==> src/rtl/ct_ifu_spsram16_ctrl_pkg.sv <==
// Shared constants and FSM state type for the 128x16 IFU SRAM controller.
package ct_ifu_spsram16_ctrl_pkg;

  localparam int unsigned ADDR_WIDTH = 7;
  localparam int unsigned DATA_WIDTH = 16;
  localparam int unsigned ENTRIES    = 1 << ADDR_WIDTH;

  typedef enum logic {
    IDLE = 1'b0,
    INIT = 1'b1
  } state_t;

endpackage

==> src/rtl/ct_ifu_spsram16_ctrl.sv <==
// Single-port 128x16 SRAM controller: sequential clear (INIT) after reset or on
// inval_req, then write-over-read arbitration with one-cycle read latency.
// Optional macro CT_IFU_SPSRAM16_RDHOLD_EN: rd_data holds the last read value
// between reads instead of being valid only while rd_vld is high.
module ct_ifu_spsram16_ctrl
  import ct_ifu_spsram16_ctrl_pkg::*;
#(
  parameter int unsigned ADDR_WIDTH = ct_ifu_spsram16_ctrl_pkg::ADDR_WIDTH,
  parameter int unsigned DATA_WIDTH = ct_ifu_spsram16_ctrl_pkg::DATA_WIDTH
) (
  input  logic                  forever_cpuclk,
  input  logic                  cpurst_b,
  input  logic                  inval_req,
  input  logic                  wr_req,
  input  logic [ADDR_WIDTH-1:0] wr_addr,
  input  logic [DATA_WIDTH-1:0] wr_data,
  input  logic [DATA_WIDTH-1:0] wr_mask,
  input  logic                  rd_req,
  input  logic [ADDR_WIDTH-1:0] rd_addr,
  output logic                  wr_gnt,
  output logic                  rd_gnt,
  output logic                  rd_vld,
  output logic [DATA_WIDTH-1:0] rd_data,
  output logic                  busy,
  output logic                  init_done,
  output logic [ADDR_WIDTH-1:0] sram_a,
  output logic                  sram_cen,
  output logic                  sram_gwen,
  output logic [DATA_WIDTH-1:0] sram_wen,
  output logic [DATA_WIDTH-1:0] sram_d,
  input  logic [DATA_WIDTH-1:0] sram_q
);

  state_t                state_q, state_d;
  logic [ADDR_WIDTH-1:0] cnt_q, cnt_d;
  logic                  rd_vld_q;

  // State, clear counter and read-valid pipeline register
  always_ff @(posedge forever_cpuclk or negedge cpurst_b) begin
    if (!cpurst_b) begin
      state_q  <= INIT;
      cnt_q    <= '0;
      rd_vld_q <= 1'b0;
    end else begin
      state_q  <= state_d;
      cnt_q    <= cnt_d;
      rd_vld_q <= rd_gnt;
    end
  end

  // Next state, grants and SRAM pin drive; priority inval > write > read
  always_comb begin
    state_d   = state_q;
    cnt_d     = cnt_q;
    init_done = 1'b0;
    wr_gnt    = 1'b0;
    rd_gnt    = 1'b0;
    sram_cen  = 1'b1;
    sram_gwen = 1'b1;
    sram_wen  = '1;
    sram_a    = '0;
    sram_d    = '0;
    unique case (state_q)
      INIT: begin
        sram_cen  = 1'b0;
        sram_gwen = 1'b0;
        sram_wen  = '0;
        sram_a    = cnt_q;
        // A new invalidation restarts the sweep and suppresses the done pulse
        if (inval_req) begin
          cnt_d = '0;
        end else if (&cnt_q) begin
          init_done = 1'b1;
          state_d   = IDLE;
          cnt_d     = '0;
        end else begin
          cnt_d = cnt_q + ADDR_WIDTH'(1);
        end
      end
      IDLE: begin
        if (inval_req) begin
          state_d = INIT;
          cnt_d   = '0;
        end else if (wr_req) begin
          wr_gnt    = 1'b1;
          sram_cen  = 1'b0;
          sram_gwen = 1'b0;
          sram_a    = wr_addr;
          sram_d    = wr_data;
          sram_wen  = ~wr_mask;
        end else if (rd_req) begin
          rd_gnt   = 1'b1;
          sram_cen = 1'b0;
          sram_a   = rd_addr;
        end
      end
      default: begin
        state_d = INIT;
        cnt_d   = '0;
      end
    endcase
  end

  assign busy   = (state_q == INIT);
  assign rd_vld = rd_vld_q;

`ifdef CT_IFU_SPSRAM16_RDHOLD_EN
  logic [DATA_WIDTH-1:0] rd_hold_q;

  // Capture SRAM output on each valid read so it survives until the next one
  always_ff @(posedge forever_cpuclk or negedge cpurst_b) begin
    if (!cpurst_b) begin
      rd_hold_q <= '0;
    end else if (rd_vld_q) begin
      rd_hold_q <= sram_q;
    end
  end

  // Pass sram_q through in the valid cycle so read latency stays one cycle
  assign rd_data = rd_vld_q ? sram_q : rd_hold_q;
`else
  assign rd_data = rd_vld_q ? sram_q : '0;
`endif

endmodule
==> config.mk <==
export PLATFORM = sky130hd
export DESIGN_NAME = ct_ifu_spsram16_ctrl
export DESIGN_NICKNAME = d
export VERILOG_FILES = /design/src/rtl/ct_ifu_spsram16_ctrl_pkg.sv /design/src/rtl/ct_ifu_spsram16_ctrl.sv
export SDC_FILE = /design/constraint.sdc
export NUM_CORES = 1
export LEC_CHECK = 0
export CORE_ASPECT_RATIO = 0.7
export CORE_MARGIN = 2
export CORE_UTILIZATION = 24
export CTS_CLUSTER_SIZE = 30
export DETAILED_ROUTE_END_ITERATION = 6
export PLACE_DENSITY = 0.8
export SYNTH_ARGS = -nofsm -noshare
export SYNTH_HDL_FRONTEND = slang
export SYNTH_SLANG_ARGS = --single-unit
==> constraint.sdc <==
create_clock -name forever_cpuclk -period 1.7 [get_ports forever_cpuclk]
set_input_delay 0.17 -clock forever_cpuclk [delete_from_list [all_inputs] [get_ports forever_cpuclk]]
set_output_delay 0.17 -clock forever_cpuclk [all_outputs]
set_load 0.05 [all_outputs]
==> flow_metrics.env, run 1 <==
export IMPL_worst_pin_slew_ns=0.432
export IMPL_drv_cap=0
export IMPL_slew_violations=0
export IMPL_fin_crit_ns=1.83
export IMPL_rsz0062_at_grt="true"
export IMPL_yosysSeqAreaShare_pct=24.5
export IMPL_reg2reg_depth=5
export IMPL_drc=0
export IMPL_p_total_w=0.000752
export IMPL_synth_top_cell_area_share_pct=21.7
export IMPL_antenna_found_initial=0
export IMPL_clock_fmax_mhz=547
export IMPL_synth_fp_nets=189
export IMPL_slew_headroom_pct=71.1
export IMPL_cts_root_buffer="clkbuf_8"
export IMPL_port_buffers=128
export IMPL_core_area_um2=3600
export IMPL_cts_sinks=9
export IMPL_p_leak_nw=1.34
export IMPL_endpoint_kind="output port"
export IMPL_critical_path_depth=5
export IMPL_cts_max_path_buffers=2
export IMPL_switching_share_pct=24.8
export IMPL_diodes=0
export IMPL_mostFrequentLayoutCell="clkdlybuf4s50_1"
export IMPL_dp_hpwl_um=4080
export IMPL_crit_family="flip-flops"
export IMPL_grt_ovfl_total=0
export IMPL_critPathLaunchType="flip-flop"
export IMPL_cts_buffers=3
export IMPL_start_util_pct=25.6
export IMPL_p_per_area_nw_per_um2=241
export IMPL_grt_use_total_pct=23.7
export IMPL_p_seq_share_pct=30.2
export IMPL_cts_tree="done"
export IMPL_status="finished, violations left"
export IMPL_p_int_w=0.000566
export IMPL_grt_pass1_wl_um=8180
export IMPL_hold_viol=0
export IMPL_finalClockSkew_ns=0.00176
export IMPL_crit_type="flip-flop to output port"
export IMPL_ys_flop_type="dfrtp_1"
export IMPL_die_area_um2=4370
export IMPL_htreeDepth=1
export IMPL_clk_latency_ns=0.23
export IMPL_ios=129
export IMPL_violations="negative setup slack"
export IMPL_critical_path_slowest_cell="dfstp_2"
export IMPL_gp_congestion=0.786
export IMPL_path_cells="nor4b_4, buf_6, a222oi_1, inv_2, buf_12"
export IMPL_viasPerCell=4.99
export IMPL_grt_max_degree=25
export IMPL_synth_warnings=0
export IMPL_netlist_area_um2=923
export IMPL_required_ns=1.53
export IMPL_crit_buf_inv=3
export IMPL_max_stage_delay_ns=0.59
export IMPL_p_sw_w=0.000186
export IMPL_ant_nets=0
export IMPL_vdd_ir_drop_worst_uv=306
export IMPL_area_growth_pct=237
export IMPL_synth_async_reset_ratio_pct=100
export IMPL_dr_pass1_iters=5
export IMPL_crit_path_max_fanout=5
export IMPL_final_period_utilization_pct=108
export IMPL_routed_wirelength_um=5780
export IMPL_holdBufCountCts=0
export IMPL_final_nets=333
export IMPL_netlist_instances=121
export IMPL_setup_ws_ns=-0.128
export IMPL_dr_first_iter_drc_count=62
export IMPL_grt_pass1_vias=1535
export IMPL_synth_enable_flop_cells=0
export IMPL_cts_reportedPaths_clkPinSlew_ns=0.05
export IMPL_synth_area_leaders="and2_1, dfrtp_1, o21ai_0"
export IMPL_final_cell_mix="clkdlybuf4s50_1, buf_12, and2_1"
export IMPL_yosys_area_top_type="and2_1"
export IMPL_clock_power_share_pct=33.9
export IMPL_fp_dieH_um=55.9
export IMPL_vias=1568
export IMPL_drive_above_1_share_pct=42.4
export IMPL_fp_dieW_um=78.1
export IMPL_synth_seq_cells=9
export IMPL_fin_hold_ws_ns=0.244
export IMPL_fin_setup_tns_ns=-0.604
export IMPL_synth_cell_types=30
export IMPL_fp_row_count=18
export IMPL_wl_per_cell_um=18.4
export IMPL_setup_viol=7
export IMPL_avgSynthCellArea_um2=7.63
export IMPL_arrival_ns=1.66
export IMPL_hold_path_class="input pin to async pin"
export IMPL_combPwrFrac_pct=35.9
cells by family after synthesis:
kind of cell    Yosys count  synth area share [%]
flops                     9                  24.5
mux                       2                  2.30
xor+xnor                  2                  1.90
fa+ha+maj                 1                  1.35
compound gates           32                  22.1
buf+inv                  19                  9.89
simple gates             56                  37.9
area by class of cell:
class	instances	area, um2
timing repair buffer	147	2060
multi-input combinational	94	678
fill	181	490
sequential	9	226
tap	50	62.6
clock buffer	4	45.0
inverter	10	37.5
per-layer routing:
metal / vias up / track usage (%) / part of all wire [%]
li1: 710 / - / -
met2: 92 / 43.8 / 52
met1: 757 / 26.4 / 37
met3: 9 / 7.95 / 9.5
met4: 0 / 5.01 / 1.6
met5: - / 0 / 0
timing repair:
action                     in CTS  in global routing
setup endpoints to repair      27                 42
pin swaps                       2                  2
gates resized for setup         7                 14
buffers inserted                2                  4
gates cloned                    0                  2
path summary, 6_finish.rpt:
path / from / end / slack (ns)
setup / recovery: busy / sram_a[0] / -0.13
hold reg to reg: cnt_q[4] / cnt_q[4] / 0.62
max in group asynchronous: cpurst_b / busy / 1.13
hold / removal: cpurst_b / cnt_q[5] / 0.24
min in group forever_cpuclk: inval_req / rd_vld / 0.45
setup reg to reg: busy / cnt_q[6] / 0.08
cells in the mapped netlist (2+ instances only):
| cell type | number |
|---|---|
| dfrtp_1 | 8 |
| buf_2 | 4 |
| nor2_1 | 4 |
| and2_1 | 32 |
| inv_1 | 10 |
| o21ai_0 | 19 |
| clkbuf_1 | 3 |
| a21oi_1 | 2 |
| nand4_1 | 3 |
| a222oi_1 | 6 |
| xor2_1 | 2 |
| nor2b_1 | 3 |
| buf_6 | 2 |
| nand2_1 | 7 |
registers in the layout (all words and copies together) (netlist names):
signal	cells
cnt_q	7
busy	1
rd_vld	1
per-stage QoR:
step,area [um2],utilization [%],setup slack (ns),cells
after floorplan,961,-,-0.379,121
after global placement,2980,82.7,-0.0522,303
after detailed placement,2980,82.7,-0.129,303
after CTS,3060,84.8,-0.137,309
after global routing,3110,86.4,-0.172,314
final,3110,86.4,-0.128,314
power by group through the flow:
stage / logic, W / clock network [W] / registers, W
final: 0.000270 / 0.000255 / 0.000227
after global routing: 0.000283 / 0.000272 / 0.000227
after CTS: 0.000263 / 0.000254 / 0.000227
after detailed placement: 0.000261 / 0 / 0.000230
after global placement: 0.000252 / 0 / 0.000229
after floorplan: 0.0000520 / 0 / 0.000231
worst register-to-register path, delay by kind of cell (launching register included):
| kind | cells | cell delay (ns) |
|---|---|---|
| buffers and inverters | 3 | 0.38 |
| and+or+nand+nor | 1 | 0.18 |
| DFF | 1 | 0.59 |
| muxes | 1 | 0.34 |
Note: power is estimated with default switching activity, not from simulation.
==> inputs of run 2 (changes only) <==
CTS_BUF_LIST = sky130_fd_sc_hd__clkbuf_16   (was not set)
SKIP_LAST_GASP = 1   (was not set)
==> run 2 against run 1 <==
- the run still ends with negative setup slack left
- final cell count did not move
- core utilization rose by 1.5 points
- fmax fell by 3.2%
- register-to-register slack got worse by 0.05 ns
- clock power rose by 65%
- power rose by 22%
- hold slack improved by 0.0021 ns
- routed wire length rose by 0.87%
- count of clock-buffer cells in the layout fell by 1
- sequential power barely moved
- non-clock buffer count rose by 1
- via count fell by 0.38%
- largest cell class unchanged
==> flow_metrics.env, run 2 (synthesis results as in run 1) <==
export IMPL_largest_register_ffs=7
export IMPL_start_util_pct=25.6
export IMPL_mostFrequentLayoutCell="clkdlybuf4s50_1"
export IMPL_regToRegSetupSlack_ns=0.03
export IMPL_rsz0062_at_grt="true"
export IMPL_fp_dieW_um=78.1
export IMPL_vias=1562
export IMPL_endpoint_kind="output port"
export IMPL_cts_root_buffer="clkbuf_16"
export IMPL_p_int_w=0.000712
export IMPL_p_seq_share_pct=24.8
export IMPL_p_sw_w=0.000208
export IMPL_endpoint="sram_a[3]"
export IMPL_dp_hpwl_um=4080
export IMPL_fp_row_count=18
export IMPL_path_cells="nor4b_4, buf_12, a222oi_1, inv_2, buf_12"
export IMPL_finalClockSkew_ns=0.00196
export IMPL_slew_headroom_pct=70.5
export IMPL_crit_type="flip-flop to output port"
export IMPL_violations="negative setup slack"
export IMPL_fp_dieH_um=55.9
export IMPL_cts_sinks=9
export IMPL_cts_reportedPaths_clkPinSlew_ns=0.04
export IMPL_routed_wirelength_um=5830
export IMPL_final_nets=333
export IMPL_critPathMostFrequentCell="buf_12"
export IMPL_dpl_cell_area_um2=2980
export IMPL_area_growth_pct=243
export IMPL_grt_pass1_vias=1489
export IMPL_cts_tree="done"
export IMPL_final_cell_mix="clkdlybuf4s50_1, buf_12, and2_1"
export IMPL_cts_max_path_buffers=2
export IMPL_critPathLaunchType="flip-flop"
export IMPL_dr_pass1_iters=5
export IMPL_critical_path_slowest_cell="dfstp_2"
export IMPL_drv_cap=0
export IMPL_antenna_found_initial=0
export IMPL_crit_family="flip-flops"
export IMPL_top_register="cnt_q"
export IMPL_arrival_ns=1.72
export IMPL_vdd_ir_drop_worst_uv=366
export IMPL_worst_pin_slew_ns=0.442
export IMPL_grt_pass1_wl_um=7920
export IMPL_fin_hold_ws_ns=0.246
export IMPL_gp_congestion=0.786
export IMPL_viasPerCell=4.97
export IMPL_cts_buffers=3
export IMPL_required_ns=1.53
export IMPL_htreeDepth=1
export IMPL_critical_path_depth=5
export IMPL_r2r_start="busy"
export IMPL_utilization_pct=87.9
export IMPL_switching_share_pct=22.6
export IMPL_final_period_utilization_pct=111
export IMPL_setup_viol=12
export IMPL_p_per_area_nw_per_um2=290
export IMPL_reg2reg_depth=5
export IMPL_clock_fmax_mhz=529
export IMPL_crit_buf_inv=3
export IMPL_slew_violations=0
export IMPL_setup_ws_ns=-0.189
export IMPL_core_area_um2=3600
export IMPL_worstReg2RegEnd="cnt_q[5]"
export IMPL_status="finished, violations left"
export IMPL_port_buffers=128
export IMPL_drive_above_1_share_pct=42.0
export IMPL_drc=0
export IMPL_max_stage_delay_ns=0.60
export IMPL_critPathLaunch="busy"
export IMPL_clk_latency_ns=0.24
export IMPL_wl_per_cell_um=18.6
export IMPL_final_cell_area_um2=3170
export IMPL_crit_path_max_fanout=9
export IMPL_ios=129
export IMPL_dr_first_iter_drc_count=107
export IMPL_clock_power_share_pct=45.8
export IMPL_grt_max_degree=25
export IMPL_die_area_um2=4370
export IMPL_hold_viol=0
export IMPL_p_leak_nw=1.35
export IMPL_grt_ovfl_total=0
export IMPL_hold_path_class="input pin to async pin"
export IMPL_fin_crit_ns=1.89
export IMPL_diodes=0
export IMPL_ant_nets=0
export IMPL_combPwrFrac_pct=29.4
export IMPL_grt_use_total_pct=22.9
run 2: worst min path at each step:
stage                        start  depth (start not counted)  slack [ns]  endpoint
after global placement    cpurst_b                          1        0.49  cnt_q[2]
after floorplan           cpurst_b                          0       -0.13  cnt_q[0]
after CTS                 cpurst_b                          1        0.25  cnt_q[2]
after detailed placement  cpurst_b                          1        0.50  cnt_q[2]
final                     cpurst_b                          1        0.25  cnt_q[5]
after global routing      cpurst_b                          1        0.28  cnt_q[1]
run 2: metrics by stage:
| step | instances | setup WS (ns) | setup TNS, ns | total power [W] |
|---|---|---|---|---|
| floorplan | 121 | -0.379 | -5.66 | 0.000283 |
| global placement | 303 | -0.0522 | -0.516 | 0.000481 |
| detailed placement | 303 | -0.129 | -1.08 | 0.000491 |
| CTS | 309 | -0.138 | -1.08 | 0.000909 |
| global route | 314 | -0.248 | -2.52 | 0.000947 |
| finish | 314 | -0.189 | -1.13 | 0.000919 |
run 2: metal layers:
metal / share of wire, % / vias up / global-route usage (%) / wire (um)
li1: - / 705 / - / -
met1: 36 / 732 / 25.8 / 2100
met2: 52 / 113 / 43.6 / 3040
met3: 10 / 12 / 7.14 / 594
met4: 1.7 / 0 / 2.51 / 98
met5: 0 / - / 0 / 0
run 2: layout make-up:
cell class | instances | area, um2
timing repair buffer | 148 | 2090
multi-input combinational | 93 | 667
fill | 165 | 437
sequential | 9 | 226
clock buffer | 3 | 75.1
tap | 50 | 62.6
inverter | 10 | 37.5
clock inverter | 1 | 3.75
run 2: timing repair:
item | CTS | global route
pin swaps | 2 | 5
hold buffers | 0 | 0
gates cloned | 0 | 1
hold endpoints to repair | 0 | 0
endpoints found under the setup margin | 27 | 42
gates resized for setup | 4 | 11
setup buffers | 2 | 4
run 2: power by group through the flow:
stage | Combinational [W] | Clock, W | Sequential (W)
after CTS | 0.000263 | 0.000418 | 0.000227
after global routing | 0.000284 | 0.000434 | 0.000228
final | 0.000270 | 0.000421 | 0.000228
after detailed placement | 0.000261 | 0 | 0.000230
after global placement | 0.000252 | 0 | 0.000229
after floorplan | 0.0000520 | 0 | 0.000231
==> inputs of run 3 (changes only) <==
CTS_CLUSTER_SIZE = not set   (was 30)
==> results of run 3 <==
The final DEF is identical to that of run 2; final timing and power are the same.
